==> src/rtl/reg_file_if.sv <==
// ----------------------------------------------------------------------------
// reg_file_if
//   Bundle of the register-file access signals between the pipeline and the
//   RV32I register file.
//   master : drives read indices (rs1/rs2), write index/data/enable (WB),
//            receives both read data words.
//   slave  : the register file itself.
//   Signals:
//     rd_addr0/rd_addr1  read port indices
//     wr_addr0           write port index
//     wr_din0            write data
//     we0                write enable
//     rd_dout0/rd_dout1  read port data
// ----------------------------------------------------------------------------
interface reg_file_if #(
  parameter int DATA_WIDTH = 32,
  parameter int ADDR_WIDTH = 5
);
  logic [ADDR_WIDTH-1:0] rd_addr0;
  logic [ADDR_WIDTH-1:0] rd_addr1;
  logic [ADDR_WIDTH-1:0] wr_addr0;
  logic [DATA_WIDTH-1:0] wr_din0;
  logic                  we0;
  logic [DATA_WIDTH-1:0] rd_dout0;
  logic [DATA_WIDTH-1:0] rd_dout1;

  modport master (
    output rd_addr0, rd_addr1, wr_addr0, wr_din0, we0,
    input  rd_dout0, rd_dout1
  );

  modport slave (
    input  rd_addr0, rd_addr1, wr_addr0, wr_din0, we0,
    output rd_dout0, rd_dout1
  );
endinterface

==> src/rtl/reg_file.sv <==
// ----------------------------------------------------------------------------
// reg_file
//   RV32I integer register file: 2**ADDR_WIDTH registers of DATA_WIDTH bits,
//   two combinational read ports, one synchronous write port. x0 reads as
//   zero and never stores a value. The array is built from flops so the
//   asynchronous reset can clear every register at once.
//
//   Ports:
//     clk  in   rising-edge clock for all state updates
//     rst  in   asynchronous, active-high; clears the whole array
//     rf   slave modport of reg_file_if (read/write ports, see interface)
//
//   Optional feature (macro REGFILE_WR_BYPASS_EN):
//     defined   - a read of the register being written in the same cycle
//                 returns wr_din0 combinationally (WB->ID bypass).
//     undefined - reads always return stored contents; new value appears
//                 only after the write edge.
// ----------------------------------------------------------------------------
module reg_file #(
  parameter int DATA_WIDTH = 32,
  parameter int ADDR_WIDTH = 5
) (
  input logic       clk,
  input logic       rst,
  reg_file_if.slave rf
);

  localparam int DEPTH = 2 ** ADDR_WIDTH;

  // Entry 0 is cleared by reset and never written, so it stays zero; the
  // read path still forces zero for index 0 independently of the array.
  logic [DATA_WIDTH-1:0] mem [DEPTH];

  logic wr_fire;
  assign wr_fire = rf.we0 && (rf.wr_addr0 != '0);

  always_ff @(posedge clk or posedge rst) begin
    if (rst) begin
      for (int i = 0; i < DEPTH; i++) begin
        mem[i] <= '0;
      end
    end else if (wr_fire) begin
      mem[rf.wr_addr0] <= rf.wr_din0;
    end
  end

  function automatic logic [DATA_WIDTH-1:0] read_port(
    input logic [ADDR_WIDTH-1:0] addr
  );
    logic [DATA_WIDTH-1:0] val;
    if (addr == '0) begin
      val = '0;
    end else begin
      val = mem[addr];
`ifdef REGFILE_WR_BYPASS_EN
      // A write landing on this register this cycle wins over the stored
      // value; rst gating keeps reads at zero throughout reset.
      if (!rst && wr_fire && (rf.wr_addr0 == addr)) begin
        val = rf.wr_din0;
      end
`endif
    end
    return val;
  endfunction

  assign rf.rd_dout0 = read_port(rf.rd_addr0);
  assign rf.rd_dout1 = read_port(rf.rd_addr1);

endmodule

==> src/flat_wrapper.sv <==
// flat-port wrapper written by rule: the top's interface ports become plain ports
module reg_file_flat 
#(
  parameter int DATA_WIDTH = 32,
  parameter int ADDR_WIDTH = 5
)
  (clk, rst, rf_rd_addr0, rf_rd_addr1, rf_wr_addr0, rf_wr_din0, rf_we0, rf_rd_dout0, rf_rd_dout1);
  reg_file_if #(.DATA_WIDTH(DATA_WIDTH), .ADDR_WIDTH(ADDR_WIDTH)) rf_i ();
  input logic clk;
  input logic rst;
  input wire logic [$bits(rf_i.rd_addr0)-1:0] rf_rd_addr0;
  input wire logic [$bits(rf_i.rd_addr1)-1:0] rf_rd_addr1;
  input wire logic [$bits(rf_i.wr_addr0)-1:0] rf_wr_addr0;
  input wire logic [$bits(rf_i.wr_din0)-1:0] rf_wr_din0;
  input wire logic [$bits(rf_i.we0)-1:0] rf_we0;
  output wire logic [$bits(rf_i.rd_dout0)-1:0] rf_rd_dout0;
  output wire logic [$bits(rf_i.rd_dout1)-1:0] rf_rd_dout1;
  assign rf_i.rd_addr0 = rf_rd_addr0;
  assign rf_i.rd_addr1 = rf_rd_addr1;
  assign rf_i.wr_addr0 = rf_wr_addr0;
  assign rf_i.wr_din0 = rf_wr_din0;
  assign rf_i.we0 = rf_we0;
  assign rf_rd_dout0 = rf_i.rd_dout0;
  assign rf_rd_dout1 = rf_i.rd_dout1;
  reg_file #(.DATA_WIDTH(DATA_WIDTH), .ADDR_WIDTH(ADDR_WIDTH)) u_core (.clk(clk), .rst(rst), .rf(rf_i));
endmodule
==> config.mk <==
export PLATFORM = sky130hd
export DESIGN_NAME = reg_file_flat
export DESIGN_NICKNAME = d
export VERILOG_FILES = /design/src/rtl/reg_file_if.sv /design/src/rtl/reg_file.sv /design/src/flat_wrapper.sv
export SDC_FILE = /design/constraint.sdc
export NUM_CORES = 2
export LEC_CHECK = 0
export BUFFER_PORTS_ARGS = -buffer_cell sky130_fd_sc_hd__buf_2
export CAP_MARGIN = 20
export CORE_UTILIZATION = 40
export CTS_CLUSTER_DIAMETER = 80
export DETAILED_ROUTE_END_ITERATION = 12
export PLACE_DENSITY = 0.52
export SLEW_MARGIN = 20
export SYNTH_ARGS = -nofsm -noshare
export SYNTH_HDL_FRONTEND = slang
export SYNTH_SLANG_ARGS = --single-unit
==> constraint.sdc <==
create_clock -name clk -period 36.8 [get_ports clk]
set_input_delay 5.52 -clock clk [delete_from_list [all_inputs] [get_ports clk]]
set_output_delay 5.52 -clock clk [all_outputs]
set_load 0.02 [all_outputs]
==> impl_metrics.csv <==
group,metric,value,unit
routing,drt_first_iter_violations,3683,
placed_design,port-buffer-count,113,
die,floorplan.die.width,373,um
routing,dr_total_vias,35300,
clock_network,cts_setup_buffers,0,
worst_hold_path,hold_start,"u_core.mem[1007]$_DFFE_PP0P_",
power,ir_worst_vdd,0.0356,mV
logic_synthesis,yosysTopAreaCellShare,0.466,
worst_hold_path,min_path_cells,0,
logic_synthesis,syn-instance-count,3614,
clock_network,htree_levels,3,
clock_network,tritoncts,"built",
worst_setup_path,crit_path_max_fanout,96,
logic_synthesis,mappedNetlistArea,54900,um2
finish,top_register,"u_core.mem",
timing,maxSlewViolCount,0,
logic_synthesis,number_of_flops_mapped_to_enable_cells_by_yosys,0,
timing,slew_headroom,0.199,
finish,area_delta_synth_final,9.63,%
placed_design,pre_cts_slack,21.62,ns
routing,post-route-drc-count,0,
worst_setup_path,reg2reg_from,"u_core.mem[313]$_DFFE_PP0P_",
worst_setup_path,criticalPathCategory,"input pin to output port",
power,power.leakage,25.7,nW
timing,min_period_over_period,0.414,
worst_setup_path,setup.worst_path.start_class,"input pin",
power,cellPowerDensity,56.4,nW/um2
global_route,antenna_violations_before_repair,10,
worst_setup_path,cp_data_arrival_time,9.73,ns
logic_synthesis,synth_top_flop_cell,"sky130_fd_sc_hd__dfrtp_1",
routing,post_drt_via_cell_ratio,6.55,
logic_synthesis,mappedNetlistNets,3664,
logic_synthesis,ys_top_cells_by_area,"sky130_fd_sc_hd__dfrtp_1 (47%), sky130_fd_sc_hd__mux2_2 (21%), sky130_fd_sc_hd__mux4_2 (18%), sky130_fd_sc_hd__mux2i_1 (2.3%), sky130_fd_sc_hd__buf_6 (1.3%)",
clock_network,clkLatencyLatePin,0.74,ns
timing,timing.fmax,65.6,MHz
finish,n_fill_cell,12000,
timing,max_slew.worst_pin.slew,1.19,ns
clock_network,clk_pin_slew_worst_paths,0.05,ns
global_route,grt_max_degree,106,
worst_setup_path,setup.reg_to_reg.worst_slack,35.95,ns
routing,post_detailed_routing_wire_length,192000,um
clock_network,post_cts_hold_buffer_count,0,
logic_synthesis,synthesis.yosys.warnings,0,
finish,largest_register_ffs,1024,
status,run_status,"finished, final reports clean",
clock_network,root_buffer,"sky130_fd_sc_hd__clkbuf_16",
logic_synthesis,ys_types,41,
die,die-area,139000,um2
die,floorplan.initialDensity,0.405,
placed_design,globalplace.congestion,0.797,
logic_synthesis,seq_area_frac_synth,0.466,
timing,total_of_endpoints_with_negative_setup_slack_in_the_final_report,0,
die,top_level_ports,114,
die,floorplan.core_area,136000,um2
clock_network,cts_resized,0,
die,row_count,135,
worst_setup_path,r2r.worst_path.cells,1,
finish,final_net_count,3555,
job,maximum_capacitance_violations,0,
worst_setup_path,timing.critical_path.required,31.28,ns
placed_design,place_hpwl,103000,um
global_route,grt_pass1_vias,37600,
finish,post_layout_util,0.444,
timing,grt_setup_unrepaired,"no",
logic_synthesis,synth.ff_latch_count,1024,
timing,final_hold_viol_count,0,
global_route,global_route_wire_length_before_repair,279000,um
routing,drtPass1Iterations,5,
worst_setup_path,crit-reg2reg-capture,"u_core.mem[313]$_DFFE_PP0P_",
timing,finalClockSkew,0,ns
timing,timing.setup.tns,0,ns
timing,period_needed,15.25,ns
finish,final_cell_mix,"sky130_fd_sc_hd__dfrtp_1 (1024), sky130_fd_sc_hd__mux2_2 (1005), sky130_fd_sc_hd__mux4_2 (447), sky130_fd_sc_hd__mux2i_1 (128), sky130_fd_sc_hd__clkbuf_16 (122)",
logic_synthesis,post_synth.cell_area_avg,15.2,um2
global_route,grt.overflow.total,0,
logic_synthesis,synthArstFlopShare,1.00,
global_route,grt.total_usage,0.277,
worst_setup_path,setup.worst_path.end_class,"output port",
clock_network,sinks_on_the_clock_net,1024,
worst_hold_path,hold-path-endpoint,"u_core.mem[1007]$_DFFE_PP0P_",
routing,detail-route-antenna-nets,0,
clock_network,cts_inserted_buffers,118,
finish,drive_gt1_frac,0.525,
worst_hold_path,timing.hold.worst.class,"flop to flop",
finish,largest_registers_in_the_final_layout,"u_core.mem (1024)",
clock_network,clockBufferDepth,3,
die,die_y,373,um
timing,setup_slack,21.55,ns
logic_synthesis,netlist.top_cell.by_area,"sky130_fd_sc_hd__dfrtp_1",
routing,routed_wire_length_per_instance,35.7,um
finish,most_common_library_cell_in_the_layout_ignoring_fill_and_taps,"sky130_fd_sc_hd__dfrtp_1",
-- layout make-up --
cell class / count / area (um2) / share of cell area
Multi-Input combinational cell: 2163 / 27000 / 0.448
Sequential cell: 1024 / 25600 / 0.425
Clock buffer: 178 / 3560 / 0.0592
Tap cell: 1781 / 2230 / 0.0370
Timing Repair Buffer: 195 / 1300 / 0.0215
Clock inverter: 40 / 499 / 0.00829
Inverter: 3 / 23.8 / 0.000395
Antenna cell: 3 / 7.51 / 0.000125
-- synthesized netlist by cell type (10+ instances only) --
cell type	number
sky130_fd_sc_hd__a211oi_1	64
sky130_fd_sc_hd__a221oi_1	46
sky130_fd_sc_hd__a22oi_1	64
sky130_fd_sc_hd__a311oi_1	64
sky130_fd_sc_hd__buf_2	120
sky130_fd_sc_hd__buf_4	62
sky130_fd_sc_hd__buf_6	65
sky130_fd_sc_hd__clkbuf_1	172
sky130_fd_sc_hd__dfrtp_1	1024
sky130_fd_sc_hd__mux2_1	51
sky130_fd_sc_hd__mux2_2	1005
sky130_fd_sc_hd__mux2i_1	128
sky130_fd_sc_hd__mux4_2	447
sky130_fd_sc_hd__nand2_1	50
sky130_fd_sc_hd__nor2_1	13
sky130_fd_sc_hd__nor2_2	10
sky130_fd_sc_hd__nor2b_1	66
sky130_fd_sc_hd__o2111ai_1	17
sky130_fd_sc_hd__o21ai_0	16
sky130_fd_sc_hd__o21ai_1	95
-- worst max path at each step --
stage	start	endpoint	slack (ns)	depth (start not counted)
4_1_cts	rf_rd_addr1[2]	rf_rd_dout1[16]	21.63	8
2_1_floorplan	rst	u_core.mem[0]$_DFFE_PP0P_	2.46	1
3_3_place_gp	rf_rd_addr1[2]	rf_rd_dout1[16]	21.60	8
6_report	rf_rd_addr1[2]	rf_rd_dout1[16]	21.55	8
5_1_grt	rf_rd_addr1[2]	rf_rd_dout1[16]	21.34	8
3_5_place_dp	rf_rd_addr1[2]	rf_rd_dout1[16]	21.62	8
-- critical path, cell delays in order --
cell	delay, ns
sky130_fd_sc_hd__buf_8	0.65
sky130_fd_sc_hd__buf_4	0.76
sky130_fd_sc_hd__buf_4	0.83
sky130_fd_sc_hd__mux2i_1	0.17
sky130_fd_sc_hd__a221oi_1	0.35
sky130_fd_sc_hd__o21ai_1	0.15
sky130_fd_sc_hd__a311oi_1	0.93
sky130_fd_sc_hd__buf_2	0.32
-- cell families (layout without fill, tap and decap cells) --
logic type | count (synthesis) | after routing | synth area share
muxes | 1632 | 1632 | 0.423
AOI/OAI and AO/OA | 367 | 367 | 0.0481
other | 0 | 3 | 0
and+or+nand+nor | 164 | 164 | 0.0163
buffers and inverters | 427 | 416 | 0.0457
DFF | 1024 | 1024 | 0.466
-- where the power goes --
| part | internal (mW) | switching [mW] |
|---|---|---|
| clock network | 0.740 | 0.494 |
| logic | 0.385 | 0.281 |
| registers | 1.34 | 0.160 |
| total | 2.47 | 0.935 |
-- layer usage --
metal  vias up  GRT usage  share of wire
met5         -          0        0.00021
met4         6      0.103          0.036
met3       399     0.0515          0.071
met2      1533      0.430           0.46
met1     19500      0.386           0.43
li1      13800          -              -
-- through the flow --
step	hold WS (ns)	total power, mW	std cells	cell area, um2
6_report	0.396	3.40	5387	60200
4_1_cts	0.397	3.42	5383	60200
3_3_place_gp	0.377	2.13	5165	56100
2_1_floorplan	0.441	1.99	3614	54900
5_1_grt	0.409	3.54	5385	60200
3_5_place_dp	0.382	2.18	5165	56100
(Power assumes the default switching activity.)
